<file path="config.mk">
export PLATFORM = sky130hd
export DESIGN_NAME = seq_divider
export DESIGN_NICKNAME = d
export VERILOG_FILES = /design/src/rtl/divider_pkg.sv /design/src/rtl/div_step.sv /design/src/rtl/seq_divider.sv
export SDC_FILE = /design/constraint.sdc
export NUM_CORES = 1
export LEC_CHECK = 0
export ABC_CLOCK_PERIOD_IN_PS = 10760
export CAP_MARGIN = 25
export CORE_ASPECT_RATIO = 0.9
export CORE_MARGIN = 2
export CORE_UTILIZATION = 37
export CTS_CLUSTER_DIAMETER = 100
export DETAILED_ROUTE_END_ITERATION = 10
export MAX_ROUTING_LAYER = met4
export PLACE_DENSITY = 0.66
export SYNTH_ARGS = -nofsm -noshare
export SYNTH_HDL_FRONTEND = slang
export SYNTH_HIERARCHICAL = 1
export SYNTH_SLANG_ARGS = --single-unit
</file>
<file path="constraint.sdc">
create_clock -name clock -period 10.76 [get_ports clock]
set_input_delay 2.152 -clock clock [delete_from_list [all_inputs] [get_ports clock]]
set_output_delay 2.152 -clock clock [all_outputs]
set_load 0.05 [all_outputs]
</file>
<file path="src/rtl/divider_pkg.sv">
// rtl/divider_pkg.sv - shared width, counter and state definitions for the sequential divider
package divider_pkg;

    localparam int DIV_N = 32;
    localparam int CNT_W = $clog2(DIV_N);

    typedef enum logic [1:0] {
        IDLE = 2'b00,
        CALC = 2'b01,
        DONE = 2'b10
    } div_state_e;

endpackage

</file>
<file path="src/rtl/div_step.sv">
// rtl/div_step.sv - one restoring shift-subtract iteration producing one quotient bit
module div_step
    import divider_pkg::*;
#(
    parameter int N = DIV_N
) (
    input  logic [N:0] rem_i,
    input  logic       dvd_msb_i,
    input  logic [N:0] divisor_i,
    output logic [N:0] rem_o,
    output logic       q_bit_o
);

    logic [N+1:0] shifted;
    logic [N+1:0] trial;

    assign shifted = {rem_i, dvd_msb_i};
    // One extra bit of headroom so the borrow is the sign of the trial subtraction
    assign trial   = shifted - {1'b0, divisor_i};
    assign q_bit_o = ~trial[N+1];
    assign rem_o   = q_bit_o ? trial[N:0] : shifted[N:0];

endmodule

</file>
<file path="src/rtl/seq_divider.sv">
// rtl/seq_divider.sv - multi-cycle signed divider, one quotient bit per clock
module seq_divider
    import divider_pkg::*;
#(
    parameter int N = DIV_N
) (
    input  logic         clock,
    input  logic         ctrl_reset_n,
    input  logic         ctrl_DIV,
    input  logic [N-1:0] data_operandA,
    input  logic [N-1:0] data_operandB,
    output logic [N-1:0] data_result,
    output logic [N-1:0] data_remainder,
    output logic         data_exception,
    output logic         data_resultRDY,
    output logic         busy
);

    localparam int CW = $clog2(N);

    div_state_e   state_q, state_d;
    logic [CW-1:0] cnt_q, cnt_d;
    logic [N:0]   rem_q, rem_d;
    logic [N-1:0] dvd_q, dvd_d;
    logic [N:0]   div_q, div_d;
    logic         qneg_q, qneg_d, rneg_q, rneg_d;
    logic         dz_q, dz_d, ovf_q, ovf_d, last_q, last_d;
    logic [N-1:0] res_q, res_d, rout_q, rout_d;
    logic         exc_q, exc_d;

    logic         start;
    logic [N-1:0] abs_a;
    logic [N:0]   abs_b;
    logic [N:0]   step_rem;
    logic         step_bit;
    logic [N-1:0] q_x, r_x, q_fix, r_fix;

    // The most negative dividend maps to 2^(N-1), which is exact as an unsigned N-bit value
    assign abs_a = data_operandA[N-1] ? ({N{1'b0}} - data_operandA) : data_operandA;
    assign abs_b = data_operandB[N-1] ? ({(N+1){1'b0}} - {1'b1, data_operandB})
                                      : {1'b0, data_operandB};
    assign start = ctrl_DIV && (state_q != CALC);

    div_step #(.N(N)) u_step (
        .rem_i     (rem_q),
        .dvd_msb_i (dvd_q[N-1]),
        .divisor_i (div_q),
        .rem_o     (step_rem),
        .q_bit_o   (step_bit)
    );

    for (genvar g = 0; g < N; g++) begin : g_neg
        assign q_x[g] = dvd_q[g] ^ qneg_q;
        assign r_x[g] = rem_q[g] ^ rneg_q;
    end
    assign q_fix = q_x + {{(N-1){1'b0}}, qneg_q};
    assign r_fix = r_x + {{(N-1){1'b0}}, rneg_q};

    always_comb begin
        state_d = state_q;
        cnt_d   = cnt_q;
        rem_d   = rem_q;
        dvd_d   = dvd_q;
        div_d   = div_q;
        qneg_d  = qneg_q;
        rneg_d  = rneg_q;
        dz_d    = dz_q;
        ovf_d   = ovf_q;
        last_d  = last_q;
        res_d   = res_q;
        rout_d  = rout_q;
        exc_d   = exc_q;
        if (start) begin
            state_d = CALC;
            cnt_d   = '0;
            rem_d   = '0;
            dvd_d   = abs_a;
            div_d   = abs_b;
            qneg_d  = data_operandA[N-1] ^ data_operandB[N-1];
            rneg_d  = data_operandA[N-1];
            dz_d    = (data_operandB == '0);
            ovf_d   = (data_operandA == {1'b1, {(N-1){1'b0}}}) && (data_operandB == '1);
            // A zero divisor skips the iterations and goes straight to the fix-up edge
            last_d  = (data_operandB == '0);
        end else if (state_q == CALC) begin
            if (last_q) begin
                state_d = DONE;
                res_d   = dz_q ? '0 : q_fix;
                rout_d  = dz_q ? '0 : r_fix;
                exc_d   = dz_q | ovf_q;
            end else begin
                rem_d = step_rem;
                dvd_d = {dvd_q[N-2:0], step_bit};
                if (cnt_q == CW'(N-1)) begin
                    last_d = 1'b1;
                end else begin
                    cnt_d = cnt_q + CW'(1);
                end
            end
        end else begin
            state_d = IDLE;
        end
    end

    always_ff @(posedge clock or negedge ctrl_reset_n) begin
        if (!ctrl_reset_n) begin
            state_q <= IDLE;
            cnt_q   <= '0;
            rem_q   <= '0;
            dvd_q   <= '0;
            div_q   <= '0;
            qneg_q  <= 1'b0;
            rneg_q  <= 1'b0;
            dz_q    <= 1'b0;
            ovf_q   <= 1'b0;
            last_q  <= 1'b0;
            res_q   <= '0;
            rout_q  <= '0;
            exc_q   <= 1'b0;
        end else begin
            state_q <= state_d;
            cnt_q   <= cnt_d;
            rem_q   <= rem_d;
            dvd_q   <= dvd_d;
            div_q   <= div_d;
            qneg_q  <= qneg_d;
            rneg_q  <= rneg_d;
            dz_q    <= dz_d;
            ovf_q   <= ovf_d;
            last_q  <= last_d;
            res_q   <= res_d;
            rout_q  <= rout_d;
            exc_q   <= exc_d;
        end
    end

    assign data_result    = res_q;
    assign data_remainder = rout_q;
    assign data_exception = exc_q;
    assign data_resultRDY = (state_q == DONE);
    assign busy           = (state_q == CALC);

endmodule
</file>
==> reports/summary.md, run 1 <==
The type of origin of the critical path was an input pin. The total number of placement rows is 64. For the worst flop-to-flop path, the logic depth is 13. Counting every net in the synthesized netlist gives 1,576. The logs give 37.4% for the worst-case headroom to the max-slew limit and 2 for the maximum buffer depth of the clock tree. The vias after detailed routing came out at 11,300. The detail route stage leaves a number of antenna-violating nets equal to 0. Counting the buffers created by CTS gives 17.

Dividing the detail-routed wire length by the instance count gives 18.0 µm. Based on the critical path, the design can be clocked at up to 224 MHz. For the worst-skew pair, the clock arrives at the later sink with an insertion delay of 0.44 ns.

Counting I/O delays and the setup requirement, the final critical path takes 4.46 ns. The instance count after placement with tap cells included was 1,980; the area added between synthesis and finish was 17.2%. For the number of detailed-route iterations in the first pass, the log shows 5. The library cell used most frequently in the layout, excluding fill and tap cells, is sky130_fd_sc_hd__dfrtp_1.

In this run the worst path has a maximum fanout of 5. The pin slew with the least headroom to its limit was 0.936 ns. The layout has 3,337 filler cells.

The maximum number of pins on one net before global-route repair was 78. Leaving out filler cells and counting taps, the final layout contains 2,011. Number of sinks handled by clock tree synthesis: 175. The first global-routing pass estimated 58.8 mm of wire. The HPWL after detailed placement is 27.1 mm.

Buffers inserted to repair hold after CTS numbered 0. The height of the die came out at 182 µm. Setup total negative slack on the finished layout was measured at 0 ns. The most critical setup path has its endpoint at dvd_q[20]. The residual overflow from global routing was 0. In this run the register-to-register setup slack is 6.53 ns. Input and output buffers added on the ports amount to 133. After synthesis, the mean cell area works out to 8.84 µm². In this run the worst hold path is classified as flop to flop. Yosys mapped a number of flops with a built-in enable equal to 0. The number of distinct library cells after synthesis was 96.

During I/O placement, the number of pins put on the boundary was 134. For the maximum vdd ir drop, the log shows 0.179 mV. The number of buffers added for setup after CTS was 0; the top-area cell type share of the netlist area was 33.8%. In this run the cell area of the synthesized design comes to 13,000 µm². Ranked by total cell area, the synthesized netlist is headed by sky130_fd_sc_hd__dfrtp_1 34%, sky130_fd_sc_hd__xor2_1 5.7%, sky130_fd_sc_hd__xnor2_1 5.6%, sky130_fd_sc_hd__o21ai_0 5.4%, sky130_fd_sc_hd__nand2_1 4.6%. The first routing iteration left 915 violations. The floorplan step defined a die boundary enclosing 36,500 µm².

The number of warnings reported in the yosys synthesis log was 6; the clock-pin slew of the registers on the worst-case setup and hold paths was 0.07 ns. The total power divided by cell area was 381 nW/µm². In this run the worst setup path begins at data_operandA[10].

The setup path with the least slack is of type input pin to flop. For this run, design rule violations remaining after detail routing come to 0. The maximum clock skew at final layout is 0.0141 ns, and the number of synthesized register bits is 175.

STA puts the critical path data required time at 11.10 ns. Among all flip-flop cells after synthesis, the most frequent one is sky130_fd_sc_hd__dfrtp_1. The maximum level of the CTS H-tree was 4; the final hold violation count was 0. Synthesis handed over a netlist of 1,466 instances. The final weighted congestion of routability-driven global placement is 0.927, and the initial cell density of the core is 37.8%. After clock tree synthesis, the repair step resized 0 gates. For the total setup violations reported at the end of the flow, the log shows 0.

The tools report the number of global-route vias before repair as 10,500. The register area share after synthesis is 33.8%, and the via density per instance is 5.61. The worst register-to-register path begins at dvd_q[31].

Of the cells placed in the final design, the portion with a size suffix greater than 1 is 8.07%. Final routed wirelength across all metal layers: 36.2 mm. The die span in x was 201 µm; the count of final max-slew check failures was 0. At the worst endpoint, the arrival time is 4.80 ns. STA classifies the critical path endpoint as a flop.

0 antenna diodes ended up in the layout. Number of violations of the max-capacitance limit: 0. In the global route stage, overall resource usage came out at 20.5%. The run gives 34,300 µm² as the area of the core region. Of all cell types, the one taking the most synthesized area is sky130_fd_sc_hd__dfrtp_1. The leakage power summed over all cells came out at 0.00637 µW. The number of antenna violations at the first check in global routing came out at 0.

Setup repair after global routing left no endpoint under its margin. In the final design database the tool counted 1,648 nets. TritonCTS built the clock tree. The CTS root buffer is sky130_fd_sc_hd__clkbuf_16. In this run the critical register-to-register path is captured at rem_q[32]. In the layout the commonest cells are 173 x sky130_fd_sc_hd__dfrtp_1, 157 x sky130_fd_sc_hd__nand2_1, 139 x sky130_fd_sc_hd__o21ai_0, 132 x sky130_fd_sc_hd__clkdlybuf4s50_1, 84 x sky130_fd_sc_hd__xor2_1.

The run finished with clean final reports. The final critical-path share of the clock period works out to 41.4%. The proportion of register bits with asynchronous set or reset after synthesis came out at 100%.
-- critical path: stages --
cell	delay, ns
sky130_fd_sc_hd__clkdlybuf4s50_1	0.46
sky130_fd_sc_hd__or4_1	0.59
sky130_fd_sc_hd__or3_1	0.43
sky130_fd_sc_hd__nor3_1	0.65
sky130_fd_sc_hd__nand2_1	0.14
sky130_fd_sc_hd__mux2i_1	0.15
sky130_fd_sc_hd__a211oi_1	0.22
-- logic make-up after synthesis --
group / after synthesis / share of synthesized area [%]
and+or+nand+nor: 444 / 18.2
AOI/OAI and AO/OA: 417 / 21.3
DFF: 175 / 33.8
xor gates and xnor gates: 168 / 11.5
buffers and inverters: 157 / 5.01
muxes: 62 / 5.90
adders and majority gates: 43 / 4.21
-- sequential cells by signal (all words and copies together), names as in the netlist --
register / cells
div_q: 33
rem_q: 33
data_remainder: 32
data_result: 32
dvd_q: 32
cnt_q: 5
state_q: 2
data_exception: 1
dz_q: 1
last_q: 1
ovf_q: 1
qneg_q: 1
rneg_q: 1
-- per-layer routing --
layer,track usage [%],wire length (µm),up-vias
met4,4.12,431,0
met5,-,0,-
met3,2.39,2100,31
met2,29.0,15000,355
li1,-,-,5482
met1,31.3,18700,5413
-- where the power goes --
group,total [µW],switching (µW),internal (µW)
clock,676,281,395
sequential,1420,440,981
combinational,3690,2000,1680
total,5780,2720,3060
-- stage by stage --
stage          instance area [µm²]  total power [µW]  util [%]  hold WS [ns]  worst slack [ns]
3_3_place_gp                 14500              5030      42.4         0.460              5.89
6_report                     15200              5780      44.3         0.475              6.30
5_1_grt                      15200              6250      44.3         0.503              6.07
3_5_place_dp                 14500              5090      42.4         0.467              5.90
4_1_cts                      15200              5780      44.3         0.483              6.36
2_1_floorplan                13000              4250         -         0.449              6.60
-- synth_stat cells, types with 10 or more instances --
cell	number
sky130_fd_sc_hd__dfrtp_1	175
sky130_fd_sc_hd__nand2_1	158
sky130_fd_sc_hd__o21ai_0	139
sky130_fd_sc_hd__xor2_1	84
sky130_fd_sc_hd__xnor2_1	83
sky130_fd_sc_hd__nor2_1	71
sky130_fd_sc_hd__a21oi_1	67
sky130_fd_sc_hd__clkbuf_1	64
sky130_fd_sc_hd__inv_1	64
sky130_fd_sc_hd__ha_1	42
sky130_fd_sc_hd__a22o_1	41
sky130_fd_sc_hd__nand3_1	29
sky130_fd_sc_hd__mux2i_1	28
sky130_fd_sc_hd__o31ai_1	28
sky130_fd_sc_hd__mux2_4	27
sky130_fd_sc_hd__nand4_1	22
sky130_fd_sc_hd__o22ai_1	19
sky130_fd_sc_hd__nand2b_1	17
sky130_fd_sc_hd__a31oi_1	15
sky130_fd_sc_hd__or3_1	15
sky130_fd_sc_hd__a21o_1	14
sky130_fd_sc_hd__nor4_1	14
sky130_fd_sc_hd__nor3_1	13
sky130_fd_sc_hd__buf_1	10
sky130_fd_sc_hd__or4_1	10
-- layout make-up --
| class | instances | area [µm²] | area share, % |
|---|---|---|---|
| clock buffers | 18 | 439 | 2.89 |
| multi-input cells | 1134 | 7930 | 52.2 |
| inverters | 65 | 244 | 1.61 |
| flip-flops and latches | 175 | 4380 | 28.9 |
| repair buffers | 145 | 1420 | 9.37 |
| well taps | 462 | 578 | 3.81 |
| clock inverters | 12 | 185 | 1.22 |
-- worst min path at each step --
stage,start,to,slack [ns],cells past startpoint
floorplan,div_q[31],div_q[31],0.45,2
global placement,data_result[9],data_result[9],0.46,1
detailed placement,data_result[9],data_result[9],0.47,1
CTS,data_result[9],data_result[9],0.48,1
global route,data_remainder[3],data_remainder[3],0.50,2
finish,data_result[9],data_result[9],0.48,1
No activity file was read; power rests on OpenSTA's default activity.
==> run 2, diff against run 1 <==
--- a/config.mk
+++ b/config.mk
@@ -5,7 +5,7 @@
 export SDC_FILE = /design/constraint.sdc
 export NUM_CORES = 1
 export LEC_CHECK = 0
-export ABC_CLOCK_PERIOD_IN_PS = 10760
+export ABC_CLOCK_PERIOD_IN_PS = 4200
 export CAP_MARGIN = 25
 export CORE_ASPECT_RATIO = 0.9
 export CORE_MARGIN = 2
==> constraint.sdc (replaced) <==
create_clock -name clock -period 4.2 [get_ports clock]
set_input_delay 0.84 -clock clock [delete_from_list [all_inputs] [get_ports clock]]
set_output_delay 0.84 -clock clock [all_outputs]
set_load 0.05 [all_outputs]
==> run 2 against run 1 <==
Routed wire length fell by 0.68%. Clock skew fell by 0.0021 ns. Largest power group unchanged. Critical path type is now flop to flop. Sequential share of layout area fell by 0.15 points. Die area did not move. First-iteration DRC count fell by 3.8%.
==> reports/summary.md, run 2 (synthesis results as in run 1) <==
The flow ran to the end, and the final reports show no timing, DRC or antenna violations. The total power divided by cell area works out to 978 nW/µm² (+160%). The worst setup path is launched from a flop.

The pre-CTS setup slack came out at 0.687 ns (-5.22 ns). Share of layout cells above drive strength 1: 8.83% (+0.77 points). The die span in x was 201 µm (unchanged); the highest cell delay on the worst timing path was 0.50 ns (-0.15 ns). The tools report the leakage power summed over all cells as 0.00643 µW (+0.99%). Pin slew with the least headroom to its limit: 0.890 ns (-0.0458 ns).

The top cell types in the final layout, fill and taps aside, are 173 x sky130_fd_sc_hd__dfrtp_1, 157 x sky130_fd_sc_hd__nand2_1, 139 x sky130_fd_sc_hd__o21ai_0, 132 x sky130_fd_sc_hd__clkdlybuf4s50_1, 84 x sky130_fd_sc_hd__xor2_1. The tools report the CTS root buffer as sky130_fd_sc_hd__clkbuf_16. The worst setup path is captured at a flop.

The logs give 27.0 mm (-0.46%) for the half-perimeter wire length of the detailed placement result and 17 (unchanged) for the number of CTS-inserted buffers. Height of the die: 182 µm (unchanged). The logs give 4 (unchanged) for the maximum level of the CTS H-tree and 2.07 mm (-1.5%) for the sum of met3 wire segment lengths after detailed routing. The count of instances resized after the clock tree is built is 0 (unchanged), and the vias after detailed routing is 11,300 (-0.035%). The count of non-filler cells in the finished layout was 2,024 (+0.65%).

The residual DRC count is 0 (unchanged). The count of final max-slew check failures is 0 (unchanged), and the final critical-path share of the clock period is 84.2%. The number of sinks handled by clock tree synthesis is 175 (unchanged), and the clock-pin slew of the registers on the worst-case setup and hold paths is 0.08 ns (about the same).

Worst-skew pair later-pin latency: 0.44 ns (about the same). The met2 wirelength from detailed routing is 15.1 mm (+0.48%), and the final weighted congestion of routability-driven global placement is 0.937 (+1.1%). The area of the core region is 34,300 µm² (unchanged), and the wire length per cell after detailed routing is 17.8 µm (-1.3%). The run gives 2 (unchanged) as the maximum buffer depth of the clock tree. In the final layout, the registers with the most flip-flops are div_q x33, rem_q x33.

The run gives 64 (unchanged) as the total number of placement rows. The final design utilization is 44.5% (+0.24 points). The count of antenna diodes in the layout is 0 (unchanged). Total power after layout: 14,900 µW (+160%). The arrival time reported for the critical path endpoint was 3.86 ns (-0.94 ns); the count of port buffers added during placement was 133 (unchanged).

The via density per instance is 5.57 (-0.68%), and the number of detailed-route iterations in the first pass is 5 (unchanged). The run gives 18.5 mm (-1.2%) as the wire length the detailed router placed on met1. The minimum clock period after layout came out at 3.54 ns.

The tools report the final net count as 1,659 (+0.67%). The number of design-rule violations left by the first detailed-router iteration is 880 (-3.8%). The setup path with the least slack is of type flop to flop. For the number of violations of the max-capacitance limit, the log shows 0 (unchanged). The initial cell density of the core is 37.8% (unchanged).

The area of the die is 36,500 µm² (unchanged). Leading cell type in the layout, fill and taps excluded: sky130_fd_sc_hd__dfrtp_1. The count of hold-fix buffers inserted at cts is 0 (unchanged), and the final worst slack is 0.663 ns (-5.64 ns). Walking the worst path, the cells encountered are ha_1 -> a21oi_1 -> o21ai_0 -> o221a_2 -> o41ai_1 -> a21oi_1 -> a31oi_1 -> o21ai_0 -> a311o_1 -> mux2_2 -> a22o_1.

Setup repair after global routing left no endpoint under its margin. The highest signal layer in the routed design is met4. TritonCTS built the clock tree.

The maximum vdd ir drop is 0.507 mV (+180%). Count of nets left with antenna violations after detail routing: 0 (unchanged). Compared with the post-synthesis result, the final layout area differs by 17.8%. Maximum clock skew at final layout: 0.0119 ns (-0.00215 ns). The worst hold path belongs to the class input pin to asynchronous set/reset pin.

The tools report the maximum number of pins on one net before global-route repair as 92 (+18%). The final routed wirelength across all metal layers came out at 35.9 mm (-0.68%). The tools report the number of antenna violations at the first check in global routing as 0 (unchanged). The tools report the total setup violations reported at the end of the flow as 0 (unchanged). The worst-case headroom to the max-slew limit was 40.7% (+3.2 points); the instance count after placement with tap cells included was 1,992 (+0.61%).

For the overall routing resource usage, the log shows 20.2% (-0.27 points). The worst path required time came out at 4.52 ns (-6.58 ns). Timing would allow up to 283 MHz. The count of boundary I/O pins was 134 (unchanged); the setup total negative slack was 0 ns (unchanged).

Number of buffers added for setup after CTS: 0 (unchanged). The global-route wire length before repair was 58.3 mm (-0.89%). The run gives 10,500 (+0.11%) as the number of global-route vias before repair.

The slowest stage cell on the critical path is sky130_fd_sc_hd__dfrtp_1. The largest fanout of any net on the critical path was 9 (+4). For the residual overflow from global routing, the log shows 0 (unchanged). The final hold violation count was 0 (unchanged).
## run 2: changes by cell type in the layout (fill, tap and decap cells not counted), sizes merged
cell,change
clkinv,+2
buf,+12
bufinv,-2
clkbuf,-2
clkinvlp,-1
inv,+4
## run 2: path summary, 6_finish.rpt
check                                  end  slack (ns)  cells past startpoint    startpoint
max                              rem_q[32]        0.66                     11     rem_q[14]
min                        data_result[24]        0.45                      1  ctrl_reset_n
max reg2reg                      rem_q[32]        0.66                     11     rem_q[14]
min reg2reg                       div_q[5]        0.48                      2      div_q[5]
max in group asynchronous         div_q[4]        2.76                      2  ctrl_reset_n
min in group clock                div_q[5]        0.48                      2      div_q[5]
## run 2: worst max-delay path: cells and delay by family, from the launching register on
family                   cells  cell delay [ns]
adder cells (fa/ha/maj)      1             0.47
flip-flops                   1             0.50
multiplexers                 1             0.26
AO/OA/AOI/OAI                9             2.19
## run 2: final cells by class
type | count | area [µm²]
clock buffer | 17 | 425
clock inverter | 15 | 173
fill | 3400 | 19000
inverter | 65 | 244
multi-input combinational | 1134 | 7930
sequential | 175 | 4380
tap | 462 | 578
timing repair buffer | 156 | 1530
## run 2: per-layer routing
layer  track usage [%]  up-vias
met3              2.76       24
met4              4.29        0
li1                  -     5515
met1              30.4     5425
met5                 -        -
met2              28.8      313
## run 2: metrics by stage
stage / cell area, µm² / hold WS [ns]
final: 15300 / 0.449
after global routing: 15300 / 0.497
after CTS: 15300 / 0.485
after detailed placement: 14700 / 0.469
after global placement: 14700 / 0.458
after floorplan: 13000 / 0.449
## run 2: report_power, final
part	total (µW)	internal, µW	switching (µW)	leakage (µW)
Combinational	9640	4380	5260	0.00397
Clock	1650	897	751	0.000288
Sequential	3630	2510	1120	0.00217
